===== src/rtl/tl_rx_cpl_tag_tracker.sv =====
// Completion tag tracker: allocates request tags, classifies received completions
// as expected/unexpected and reports completion timeouts per tag.
module tl_rx_cpl_tag_tracker #(
  parameter int REQUESTER_ID_WIDTH  = 16,
  parameter int REQUESTER_TAG_WIDTH = 10,
  parameter int NUM_TAGS            = 32,
  parameter int TICK_DIV            = 1024,
  parameter int TIMEOUT_TICKS       = 8
) (
  input  logic                             clk,
  input  logic                             rst,
  input  logic [REQUESTER_ID_WIDTH-1:0]    cfg_requester_id,
  input  logic                             uc_en,
  input  logic                             alloc_req,
  output logic                             alloc_gnt,
  output logic [REQUESTER_TAG_WIDTH-1:0]   alloc_tag,
  input  logic                             cpl_valid,
  input  logic [REQUESTER_ID_WIDTH-1:0]    cpl_req_id,
  input  logic [REQUESTER_TAG_WIDTH-1:0]   cpl_tag,
  input  logic                             cpl_last,
  output logic                             cpl_expected,
  output logic                             cpl_unexpected,
  output logic [REQUESTER_TAG_WIDTH-1:0]   cpl_res_tag,
  output logic                             timeout_valid,
  output logic [REQUESTER_TAG_WIDTH-1:0]   timeout_tag,
  output logic [$clog2(NUM_TAGS):0]        outstanding_count,
  output logic                             all_busy
);

  localparam int          IW         = (NUM_TAGS > 1) ? $clog2(NUM_TAGS) : 1;
  localparam int          CW         = $clog2(NUM_TAGS) + 1;
  localparam int          PW         = $clog2(TICK_DIV);
  localparam logic [31:0] NUM_TAGS_U = 32'(NUM_TAGS);

  typedef enum logic [1:0] {
    ST_FREE      = 2'd0,
    ST_BUSY      = 2'd1,
    ST_TIMED_OUT = 2'd2
  } tag_state_e;

  tag_state_e                 state_r     [NUM_TAGS];
  tag_state_e                 state_nxt_s [NUM_TAGS];
  logic [3:0]                 age_r       [NUM_TAGS];
  logic [3:0]                 age_nxt_s   [NUM_TAGS];
  logic [PW-1:0]              presc_r;
  logic                       tick_s;
  logic                       free_any_s;
  logic [IW-1:0]              free_idx_s;
  logic                       to_any_s;
  logic [IW-1:0]              to_idx_s;
  logic                       grant_s;
  logic                       match_s;
  logic [IW-1:0]              cpl_idx_s;
  logic [CW-1:0]              count_nxt_s;
  logic                       cpl_expected_r;
  logic                       cpl_unexpected_r;
  logic [REQUESTER_TAG_WIDTH-1:0] cpl_res_tag_r;
  logic                       timeout_valid_r;
  logic [REQUESTER_TAG_WIDTH-1:0] timeout_tag_r;
  logic [CW-1:0]              outstanding_count_r;
  logic                       all_busy_r;

  assign tick_s    = (presc_r == PW'(TICK_DIV - 1));
  assign cpl_idx_s = cpl_tag[IW-1:0];

  // Per-tag state and age registers
  always_ff @(posedge clk or negedge rst) begin
    if (!rst) begin
      for (int i = 0; i < NUM_TAGS; i++) begin
        state_r[i] <= ST_FREE;
        age_r[i]   <= 4'd0;
      end
    end else begin
      for (int i = 0; i < NUM_TAGS; i++) begin
        state_r[i] <= state_nxt_s[i];
        age_r[i]   <= age_nxt_s[i];
      end
    end
  end

  // Output decode: lowest FREE / TIMED_OUT entry, grant and completion match
  always_comb begin
    free_any_s = 1'b0;
    free_idx_s = {IW{1'b0}};
    to_any_s   = 1'b0;
    to_idx_s   = {IW{1'b0}};
    for (int i = NUM_TAGS - 1; i >= 0; i--) begin
      case (state_r[i])
        ST_FREE: begin
          free_any_s = 1'b1;
          free_idx_s = IW'(i);
        end
        ST_TIMED_OUT: begin
          to_any_s = 1'b1;
          to_idx_s = IW'(i);
        end
        default: ;
      endcase
    end
    grant_s   = alloc_req & free_any_s;
    alloc_gnt = grant_s;
    alloc_tag = REQUESTER_TAG_WIDTH'(free_idx_s);
    // Match uses the state at cycle start, so a tag granted this cycle cannot match
    match_s   = cpl_valid & (cpl_req_id == cfg_requester_id) &
                (32'(cpl_tag) < NUM_TAGS_U) & (state_r[cpl_idx_s] == ST_BUSY);
  end

  // Next-state logic for every tag entry plus the resulting occupancy
  always_comb begin
    count_nxt_s = {CW{1'b0}};
    for (int i = 0; i < NUM_TAGS; i++) begin
      state_nxt_s[i] = state_r[i];
      age_nxt_s[i]   = age_r[i];
      case (state_r[i])
        ST_FREE: begin
          if (grant_s && (free_idx_s == IW'(i))) begin
            state_nxt_s[i] = ST_BUSY;
            age_nxt_s[i]   = 4'd0;
          end else begin
            state_nxt_s[i] = ST_FREE;
          end
        end
        ST_BUSY: begin
          if (match_s && cpl_last && (cpl_idx_s == IW'(i))) begin
            state_nxt_s[i] = ST_FREE;
          end else if (tick_s) begin
            age_nxt_s[i] = age_r[i] + 4'd1;
            if ((age_r[i] + 4'd1) == 4'(TIMEOUT_TICKS)) begin
              state_nxt_s[i] = ST_TIMED_OUT;
            end else begin
              state_nxt_s[i] = ST_BUSY;
            end
          end else begin
            state_nxt_s[i] = ST_BUSY;
          end
        end
        ST_TIMED_OUT: begin
          if (to_idx_s == IW'(i)) begin
            state_nxt_s[i] = ST_FREE;
          end else begin
            state_nxt_s[i] = ST_TIMED_OUT;
          end
        end
        default: begin
          state_nxt_s[i] = ST_FREE;
          age_nxt_s[i]   = 4'd0;
        end
      endcase
      count_nxt_s = count_nxt_s + {{(CW-1){1'b0}}, (state_nxt_s[i] != ST_FREE)};
    end
  end

  // Free-running age prescaler
  always_ff @(posedge clk or negedge rst) begin
    if (!rst) begin
      presc_r <= {PW{1'b0}};
    end else begin
      presc_r <= tick_s ? {PW{1'b0}} : presc_r + {{(PW-1){1'b0}}, 1'b1};
    end
  end

  // Registered completion/timeout reports and occupancy status
  always_ff @(posedge clk or negedge rst) begin
    if (!rst) begin
      cpl_expected_r      <= 1'b0;
      cpl_unexpected_r    <= 1'b0;
      cpl_res_tag_r       <= {REQUESTER_TAG_WIDTH{1'b0}};
      timeout_valid_r     <= 1'b0;
      timeout_tag_r       <= {REQUESTER_TAG_WIDTH{1'b0}};
      outstanding_count_r <= {CW{1'b0}};
      all_busy_r          <= 1'b0;
    end else begin
      cpl_expected_r      <= match_s;
      cpl_unexpected_r    <= cpl_valid & ~match_s & uc_en;
      cpl_res_tag_r       <= cpl_valid ? cpl_tag : {REQUESTER_TAG_WIDTH{1'b0}};
      timeout_valid_r     <= to_any_s;
      timeout_tag_r       <= REQUESTER_TAG_WIDTH'(to_idx_s);
      outstanding_count_r <= count_nxt_s;
      all_busy_r          <= (count_nxt_s == CW'(NUM_TAGS));
    end
  end

  assign cpl_expected      = cpl_expected_r;
  assign cpl_unexpected    = cpl_unexpected_r;
  assign cpl_res_tag       = cpl_res_tag_r;
  assign timeout_valid     = timeout_valid_r;
  assign timeout_tag       = timeout_tag_r;
  assign outstanding_count = outstanding_count_r;
  assign all_busy          = all_busy_r;

endmodule


===== config.mk =====
export PLATFORM = sky130hd
export DESIGN_NAME = tl_rx_cpl_tag_tracker
export DESIGN_NICKNAME = d
export VERILOG_FILES = /design/src/rtl/tl_rx_cpl_tag_tracker.sv
export SDC_FILE = /design/constraint.sdc
export NUM_CORES = 1
export LEC_CHECK = 0
export CAP_MARGIN = 20
export CORE_MARGIN = 4
export CORE_UTILIZATION = 50
export DETAILED_ROUTE_END_ITERATION = 10
export PLACE_DENSITY = 0.68
export SYNTH_ARGS = -nofsm -noshare
export SYNTH_HDL_FRONTEND = slang
export SYNTH_SLANG_ARGS = --single-unit

===== constraint.sdc =====
create_clock -name clk -period 11.7 [get_ports clk]
set_input_delay 2.34 -clock clk [delete_from_list [all_inputs] [get_ports clk]]
set_output_delay 2.34 -clock clk [all_outputs]
set_load 0.1 [all_outputs]

==> impl_metrics.json, run 1 <==
{
  "placed_area_um2": 17190,
  "powerDensity_nw_per_um2": 218.6,
  "avgViaCountPerCell": 6.288,
  "arrival_ns": 10.06,
  "status": "finished, final reports clean",
  "place.gp.congestion": 1.010,
  "p_leak_uw": 0.007855,
  "num_rows": 65,
  "ys_seq_area_share_pct": 35.41,
  "vias": 14600,
  "slew_viol_final": 0,
  "clk_pin_slew_worst_paths_ns": 0.06,
  "syn_inst": 1826,
  "crit_type": "input pin to flop",
  "min_period_over_period_pct": 82.18,
  "firstDrtPassIters": 5,
  "overflow": 0,
  "critPathLaunchType": "input pin",
  "die_h_um": 187.1,
  "slew_headroom_pct": 28.53,
  "hp-class": "flop to flop",
  "timing.fmax_ghz": 0.1040,
  "synth_cell_types": 97,
  "crit_fanout": 15,
  "ys_warn_count": 0,
  "io_buffer_count": 78,
  "core-area_um2": 31640,
  "multi_input_area_um2": 9876,
  "post_cts_buffers": 0,
  "hold_viol_final": 0,
  "grt_first_pass_wirelength_um": 77980,
  "drc": 0,
  "grt_pass1_vias": 13620,
  "crit_required_ns": 12.14,
  "fin_nets": 2041,
  "max-clock-path-buffers": 3,
  "drtIter0Drc": 1586,
  "finalSetupViolations": 0,
  "cts_inserted_buffers": 28,
  "grt_max_degree": 87,
  "die-area_um2": 35010,
  "cts_hold_buffers": 0,
  "synth.cell_area_um2": 16040,
  "synth-async-reset-ratio_pct": 100.0,
  "endpoint_kind": "flop",
  "ant_nets": 0,
  "whs_ns": 0.4783,
  "drive_gt1_share_pct": 6.927,
  "clock_sinks": 227,
  "fin_crit_ns": 9.615,
  "ys_seq_elements": 227,
  "area_growth_pct": 13.46,
  "start_util_pct": 50.71,
  "root_buffer": "clkbuf_16",
  "cts_tree": "yes",
  "routed_wl_um": 49960,
  "final_core_util_pct": 57.53,
  "avgSynthCellArea_um2": 8.785,
  "clk_latency_ns": 0.57,
  "worstMarginPinSlew_ns": 1.064,
  "finClkSkew_ns": 0.03434,
  "dp_hpwl_um": 37910,
  "stdcell_area_um2": 18200,
  "ir_drop_mv": 0.7910,
  "grtUsageTotal_pct": 27.66,
  "tns_ns": 0,
  "rsz0062_at_grt": "false",
  "synth-edff-count": 0,
  "ioPinCount": 89,
  "synth-main-ff-cell": "dfrtp_1",
  "fillCellCount": 2841,
  "chipWidth_um": 187.1,
  "wl_per_cell_um": 21.51,
  "cts_resized": 0,
  "diodes": 0,
  "htreeDepth": 1,
  "grt_antenna_before_repair": 2,
  "seq_area_um2": 5680,
  "drv_cap": 0
}
-- power breakdown --
| group | switching, uW | total [uW] | leakage [uW] | internal, uW |
|---|---|---|---|---|
| sequential | 104 | 979 | 0.00300 | 875 |
| combinational | 1290 | 2050 | 0.00435 | 761 |
| clock | 347 | 946 | 0.000501 | 598 |
-- per-layer routing --
metal	part of all wire, %	track usage (%)
met5	0.042	0
met4	3.7	9.158
met3	7.7	3.621
met2	44	43.01
met1	44	40.21
-- path summary, 6_finish.rpt --
path                            depth (start not counted)        endpoint  slack, ns         from
min in group asynchronous                               1  cpl_res_tag[9]       1.76          rst
worst max register to register                         23        all_busy       3.43  state_r[36]
max in group asynchronous                               2      presc_r[1]       8.48          rst
worst min register to register                          1      presc_r[4]       0.48   presc_r[4]
worst max-delay path                                   22        all_busy       2.09   cpl_tag[1]
worst min-delay path                                    1      presc_r[4]       0.48   presc_r[4]
-- cell usage in the layout (no fill, tap or decap), types with 43 or more instances in the layout --
cell type	Yosys	final
nor2b_1	52	52
nand3_1	103	102
nand2_1	219	219
ha_1	71	71
nand2b_1	73	73
inv_1	52	52
a21oi_1	45	45
xnor2_1	43	43
nor2_1	138	138
clkdlybuf4s50_1	0	77
xor2_1	45	45
o21ai_0	169	169
dfrtp_1	227	227
-- cells in the mapped netlist, drive strengths merged (14+ instances only) --
| master | n | area, um^2 |
|---|---|---|
| a21o | 19 | 142.6 |
| a21oi | 46 | 234.0 |
| a22o | 18 | 157.7 |
| a31oi | 34 | 225.2 |
| and2 | 24 | 150.1 |
| and3 | 31 | 193.9 |
| buf | 40 | 236.5 |
| clkbuf | 24 | 90.09 |
| dfrtp | 227 | 5680 |
| fa | 24 | 480.5 |
| ha | 71 | 888.4 |
| inv | 53 | 198.9 |
| mux2i | 16 | 160.2 |
| nand2 | 219 | 822.0 |
| nand2b | 76 | 493.0 |
| nand3 | 103 | 515.5 |
| nand4 | 32 | 200.2 |
| nor2 | 139 | 524.3 |
| nor2b | 52 | 325.3 |
| nor3 | 26 | 151.4 |
| nor3b | 21 | 157.7 |
| nor4 | 15 | 106.4 |
| o21ai | 180 | 900.9 |
| o22ai | 23 | 150.1 |
| o2bb2ai | 14 | 122.6 |
| o31ai | 19 | 142.6 |
| or2 | 16 | 100.1 |
| xnor2 | 44 | 392.9 |
| xor2 | 45 | 394.1 |
-- worst max-delay path, cell delays in order --
cell and delay, ns:
clkdlybuf4s50_1 0.98, mux4_2 0.62, mux2_4 0.30, a21o_1 0.23, or4_1 0.53, nand3_1 0.13, nand3_1 0.23, fa_1 0.62
fa_1 0.46, fa_1 0.52, fa_1 0.54, fa_1 0.55, inv_1 0.06, fa_1 0.53, inv_1 0.05, ha_1 0.22
fa_1 0.42, a21o_1 0.17, a21oi_1 0.16, xnor2_1 0.15, nor2_1 0.06, and3_1 0.18
-- cell type report --
type	count	area share, %
Clock inverter	12	1.031
Clock buffer	40	4.544
Multi-Input combinational cell	1491	54.26
Sequential cell	227	31.21
Inverter	53	1.093
Timing Repair Buffer	97	5.101
Tap cell	402	2.763
-- kinds of logic after synthesis --
group / count (synthesis) / share of synthesized area [%]
compound gates: 468 / 19.52
simple gates: 792 / 25.20
buf+inv: 117 / 3.276
other cells: 1 / 0.02338
fa+ha+maj: 95 / 8.533
mux: 37 / 3.128
flops: 227 / 35.41
xor+xnor: 89 / 4.906
-- metrics by stage --
stage | setup slack [ns] | instances | total power (uW)
3_5_place_dp | 1.539 | 2270 | 2994
2_1_floorplan | 2.853 | 1835 | 2428
5_1_grt | 1.768 | 2322 | 4237
3_3_place_gp | 1.666 | 2270 | 2986
4_1_cts | 2.121 | 2322 | 3972
6_report | 2.085 | 2322 | 3978
-- state kept, by name, indices dropped and copies added, names as in the netlist --
signal             count
cpl_res_tag           10
all_busy               1
presc_r               10
outstanding_count      6
cpl_unexpected         1
age_r                128
state_r               64
timeout_tag            5
timeout_valid          1
cpl_expected           1
Note: power is estimated with default switching activity, not from simulation.
==> run 2: changes to the inputs <==
==> constraint.sdc (replaced) <==
create_clock -name clk -period 9.88 [get_ports clk]
set_input_delay 1.976 -clock clk [delete_from_list [all_inputs] [get_ports clk]]
set_output_delay 1.976 -clock clk [all_outputs]
set_load 0.1 [all_outputs]
==> impl_metrics.json, run 2 (synthesis gave the netlist of run 1 again) <==
{
  "slew_headroom_pct": 34.38,
  "fin_nets": 2053,
  "fin_cells": 2333,
  "chipWidth_um": 187.1,
  "grt_max_degree": 87,
  "io_buffer_count": 78,
  "crit_required_ns": 10.32,
  "drc": 0,
  "fillCellCount": 2814,
  "clk_pin_slew_worst_paths_ns": 0.06,
  "firstDrtPassIters": 6,
  "cts_inserted_buffers": 28,
  "timing.fmax_ghz": 0.1105,
  "clk_latency_ns": 0.56,
  "grtUsageTotal_pct": 27.49,
  "finalSetupViolations": 0,
  "min_path_cells": 1,
  "seq_area_um2": 5680,
  "wl_per_cell_um": 21.19,
  "start_util_pct": 50.71,
  "p_seq_share_pct": 24.7,
  "r2r-end": "all_busy",
  "placed_area_um2": 17270,
  "drv_cap": 0,
  "hp-class": "flop to flop",
  "routed_wl_um": 49440,
  "max-clock-path-buffers": 3,
  "ioPinCount": 89,
  "crit_fanout": 8,
  "tns_ns": 0,
  "regMostFlops": "age_r",
  "grt_pass1_vias": 13870,
  "power_uw": 4677,
  "ir_drop_mv": 0.9142,
  "min_period_over_period_pct": 91.59,
  "core-area_um2": 31640,
  "cts_hold_buffers": 0,
  "r2r_slack_ns": 1.45,
  "root_buffer": "clkbuf_16",
  "htreeDepth": 1,
  "powerDensity_nw_per_um2": 255.8,
  "largest_reg_flops": 128,
  "p_int_uw": 2601,
  "die_h_um": 187.1,
  "crit_top_cell": "fa_1",
  "slew_viol_final": 0,
  "status": "finished, final reports clean",
  "worstMarginPinSlew_ns": 0.9812,
  "post_cts_buffers": 0,
  "rsz0062_at_grt": "false",
  "cts_resized": 0,
  "place.gp.congestion": 1.027,
  "drtIter0Drc": 1340,
  "critPathLaunchType": "input pin",
  "crit_type": "input pin to flop",
  "slowest_stage": "clkdlybuf4s50_1",
  "drive_gt1_share_pct": 7.509,
  "layout_commonest_cell": "dfrtp_1",
  "diodes": 0,
  "fin_crit_ns": 9.049,
  "avgViaCountPerCell": 6.238,
  "clock_sinks": 227,
  "num_rows": 65,
  "clockPowerShare_pct": 23.6,
  "sw_frac_of_total_pct": 44.38,
  "ant_nets": 0,
  "mostFrequentLayoutCells": "227 x dfrtp_1, 219 x nand2_1, 169 x o21ai_0, 138 x nor2_1, 102 x nand3_1",
  "p_leak_uw": 0.007899,
  "top_regs": "age_r x128, state_r x64",
  "die-area_um2": 35010,
  "hold_viol_final": 0,
  "critPathMaxStageDelay_ns": 0.82,
  "crit_chain": "clkdlybuf4s50_1, mux4_2, mux2_4, a21o_1, or4_1, nand3_1, nand3_1, fa_1, fa_1, fa_1, fa_1, fa_1, inv_1, fa_1, inv_1, ha_1, fa_1, a21o_1, a21oi_1, xnor2_1, nor2_1, and3_1",
  "cts_tree": "yes",
  "grt_first_pass_wirelength_um": 77950,
  "endpoint_kind": "flop",
  "whs_ns": 0.4763,
  "arrival_ns": 9.49,
  "grt_antenna_before_repair": 1,
  "reg2regPathDepth": 24,
  "dp_hpwl_um": 37330,
  "hold_start": "presc_r[4]",
  "overflow": 0,
  "multi_input_area_um2": 9876,
  "reg2reg_from": "state_r[16]",
  "finClkSkew_ns": 0.01327,
  "vias": 14550,
  "dp.cells": 2281,
  "holdPathEnd": "presc_r[4]",
  "switchingPower_uw": 2076,
  "area_growth_pct": 13.96,
  "combPwrFrac_pct": 51.7,
  "stdcell_area_um2": 18280
}
## run 2: cell count changes in the layout (fill, tap and decap cells not counted)
cell / before / now
clkbuf_1: 5 / 4
clkinvlp_4: 1 / 3
bufinv_16: 5 / 4
buf_4: 19 / 30
clkinv_4: 0 / 2
buf_16: 0 / 1
clkbuf_8: 6 / 4
inv_6: 0 / 1
clkinv_2: 6 / 4
## run 2: through the flow
step / util [%] / worst slack (ns)
floorplan: - / 1.397
CTS: 57.70 / 0.8693
finish: 57.79 / 0.8307
detailed placement: 54.59 / 0.2957
global placement: 54.59 / 0.4035
global route: 57.79 / 0.5040
## run 2: cell type report
| type | instances | area share, % |
|---|---|---|
| clock inverters | 14 | 1.033 |
| well taps | 402 | 2.751 |
| repair buffers | 109 | 5.681 |
| flip-flops and latches | 227 | 31.07 |
| clock buffers | 37 | 4.353 |
| inverters | 53 | 1.088 |
| multi-input cells | 1491 | 54.02 |
## run 2: worst max-delay path, delay by kind of cell
family / cells / cell delay, ns
adder cells (fa/ha/maj): 8 / 3.84
buffers and inverters: 3 / 0.92
AO/OA/AOI/OAI: 3 / 0.59
multiplexers: 2 / 0.92
AND/OR/NAND/NOR: 5 / 1.09
XOR/XNOR: 1 / 0.16
## run 2: worst max-delay path by stage
stage	startpoint	to	slack [ns]	cells after the start
finish	cpl_tag[1]	all_busy	0.83	22
global route	cpl_tag[1]	all_busy	0.50	22
CTS	cpl_tag[1]	all_busy	0.87	22
detailed placement	cpl_tag[1]	all_busy	0.30	22
global placement	cpl_tag[1]	all_busy	0.40	22
floorplan	cpl_tag[3]	all_busy	1.40	22
## run 2: layer usage
metal / track usage [%] / vias up / part of all wire, %
met1: 39.73 / 7049 / 44
met2: 41.72 / 588 / 43
met5: 0 / - / 0
met4: 10.30 / 0 / 4.2
li1: - / 6763 / -
met3: 4.573 / 153 / 8.0
## run 2: power groups by stage
stage | Sequential [uW] | Combinational (uW) | Clock (uW)
2_1_floorplan | 1220 | 1660 | 0
3_3_place_gp | 1170 | 2340 | 0
3_5_place_dp | 1170 | 2370 | 0
4_1_cts | 1150 | 2410 | 1120
5_1_grt | 1170 | 2680 | 1160
6_report | 1160 | 2420 | 1100
==> run 3: changes to the inputs <==
--- a/config.mk
+++ b/config.mk
@@ -5,11 +5,14 @@
 export SDC_FILE = /design/constraint.sdc
 export NUM_CORES = 1
 export LEC_CHECK = 0
+export ABC_CLOCK_PERIOD_IN_PS = 9880
 export CAP_MARGIN = 20
 export CORE_MARGIN = 4
 export CORE_UTILIZATION = 50
+export CTS_CLUSTER_SIZE = 28
 export DETAILED_ROUTE_END_ITERATION = 10
 export PLACE_DENSITY = 0.68
+export SLEW_MARGIN = 15
 export SYNTH_ARGS = -nofsm -noshare
 export SYNTH_HDL_FRONTEND = slang
 export SYNTH_SLANG_ARGS = --single-unit
==> impl_metrics.json, run 3 (synthesis gave the netlist of run 1 again) <==
{
  "status": "finished, final reports clean",
  "min_period_over_period_pct": 91.72,
  "layout_commonest_cell": "dfrtp_1",
  "finClkSkew_ns": 0.01216,
  "min_path_cells": 1,
  "finalSetupViolations": 0,
  "stdcell_area_um2": 18280,
  "met3_usage_pct": 4.573,
  "largest_reg_flops": 128,
  "clock_sinks": 227,
  "drc": 0,
  "drv_cap": 0,
  "cts_tree": "yes",
  "num_rows": 65,
  "chipWidth_um": 187.1,
  "hold_viol_final": 0,
  "area_growth_pct": 13.96,
  "die_h_um": 187.1,
  "dp.cells": 2281,
  "slew_viol_final": 0,
  "tns_ns": 0,
  "ir_drop_mv": 0.9141,
  "mostFrequentLayoutCells": "227 x dfrtp_1, 219 x nand2_1, 169 x o21ai_0, 138 x nor2_1, 102 x nand3_1",
  "wl_per_cell_um": 21.10,
  "fin_nets": 2053,
  "overflow": 0,
  "max-clock-path-buffers": 3,
  "fin_crit_ns": 9.062,
  "crit_fanout": 8,
  "rsz0062_at_grt": "false",
  "grt_pass1_vias": 13870,
  "timing.fmax_ghz": 0.1104,
  "diodes": 0,
  "clk_latency_ns": 0.55,
  "r2r_slack_ns": 1.49,
  "io_buffer_count": 78,
  "routed_wl_um": 49230,
  "powerDensity_nw_per_um2": 256.0,
  "placed_area_um2": 17270,
  "fin_cells": 2333,
  "critPathLaunchType": "input pin",
  "core-area_um2": 31640,
  "die-area_um2": 35010,
  "r2r-end": "all_busy",
  "vias": 14550,
  "endpoint_kind": "flop",
  "grt_first_pass_wirelength_um": 77950,
  "drive_gt1_share_pct": 7.509,
  "cts_resized": 0,
  "cts_hold_buffers": 0,
  "drtIter0Drc": 1363,
  "grtUsageTotal_pct": 27.49,
  "ioPinCount": 89,
  "hold_start": "presc_r[4]",
  "grt_max_degree": 87,
  "grt_most_used_layer": "met2",
  "regMostFlops": "age_r",
  "worstMarginPinSlew_ns": 0.9987,
  "clk_pin_slew_worst_paths_ns": 0.06,
  "grt_util_met1_pct": 39.73,
  "top_regs": "age_r x128, state_r x64",
  "root_buffer": "clkbuf_16",
  "reg2reg_from": "state_r[16]",
  "crit_type": "input pin to flop",
  "p_leak_uw": 0.007899,
  "holdPathEnd": "presc_r[4]",
  "grtUsageMet2_pct": 41.72,
  "place.gp.congestion": 1.027,
  "dp_hpwl_um": 37330,
  "avgViaCountPerCell": 6.236,
  "ant_nets": 0,
  "final_core_util_pct": 57.79,
  "slew_headroom_pct": 33.42,
  "start_util_pct": 50.71,
  "cts_inserted_buffers": 28,
  "crit_required_ns": 10.31,
  "firstDrtPassIters": 6,
  "post_cts_buffers": 0,
  "arrival_ns": 9.50,
  "reg2regPathDepth": 24,
  "grt_antenna_before_repair": 1,
  "hp-class": "flop to flop",
  "htreeDepth": 1
}
## run 3: cell counts in the layout (fill, tap and decap cells not counted)
No cell type changed its count.
## run 3: cell type report
| type | instances | area (um^2) |
|---|---|---|
| clock buffers | 37 | 795.8 |
| clock inverters | 14 | 188.9 |
| well taps | 402 | 503.0 |
| flip-flops and latches | 227 | 5680 |
| fillers | 2816 | 13360 |
| multi-input cells | 1491 | 9876 |
| inverters | 53 | 198.9 |
| repair buffers | 109 | 1039 |
## run 3: report_power, final
| group | internal, uW | switching, uW |
|---|---|---|
| Combinational | 894 | 1530 |
| Sequential | 1040 | 120 |
| Clock | 670 | 431 |
## run 3: critical path, cell delays in order
cell and delay [ns]:
clkdlybuf4s50_1 0.82, mux4_2 0.62, mux2_4 0.30, a21o_1 0.24, or4_1 0.52, nand3_1 0.13, nand3_1 0.21, fa_1 0.61
fa_1 0.44, fa_1 0.52, fa_1 0.55, fa_1 0.55, inv_1 0.06, fa_1 0.54, inv_1 0.04, ha_1 0.22
fa_1 0.41, a21o_1 0.17, a21oi_1 0.18, xnor2_1 0.16, nor2_1 0.06, and3_1 0.18
## run 3: per-stage QoR
stage	hold WS (ns)	setup WS [ns]	power, uW
2_1_floorplan	0.4461	1.397	2876
5_1_grt	0.4976	0.5040	5010
3_5_place_dp	0.4630	0.2957	3537
4_1_cts	0.4754	0.8693	4687
6_report	0.4762	0.8185	4680
3_3_place_gp	0.4684	0.4035	3502
## run 3: worst max-delay path by stage
stage	from	to	slack, ns
final	cpl_tag[1]	all_busy	0.82
after global routing	cpl_tag[1]	all_busy	0.50
after CTS	cpl_tag[1]	all_busy	0.87
after detailed placement	cpl_tag[1]	all_busy	0.30
after global placement	cpl_tag[1]	all_busy	0.40
after floorplan	cpl_tag[3]	all_busy	1.40
## run 3: metal layers
metal  vias up  wire length (um)  part of all wire, %
met5         -                 0                    0
li1       6761                 -                    -
met1      7065             22030                   45
met4         0              2189                  4.4
met3       148              3731                  7.6
met2       575             21280                   43
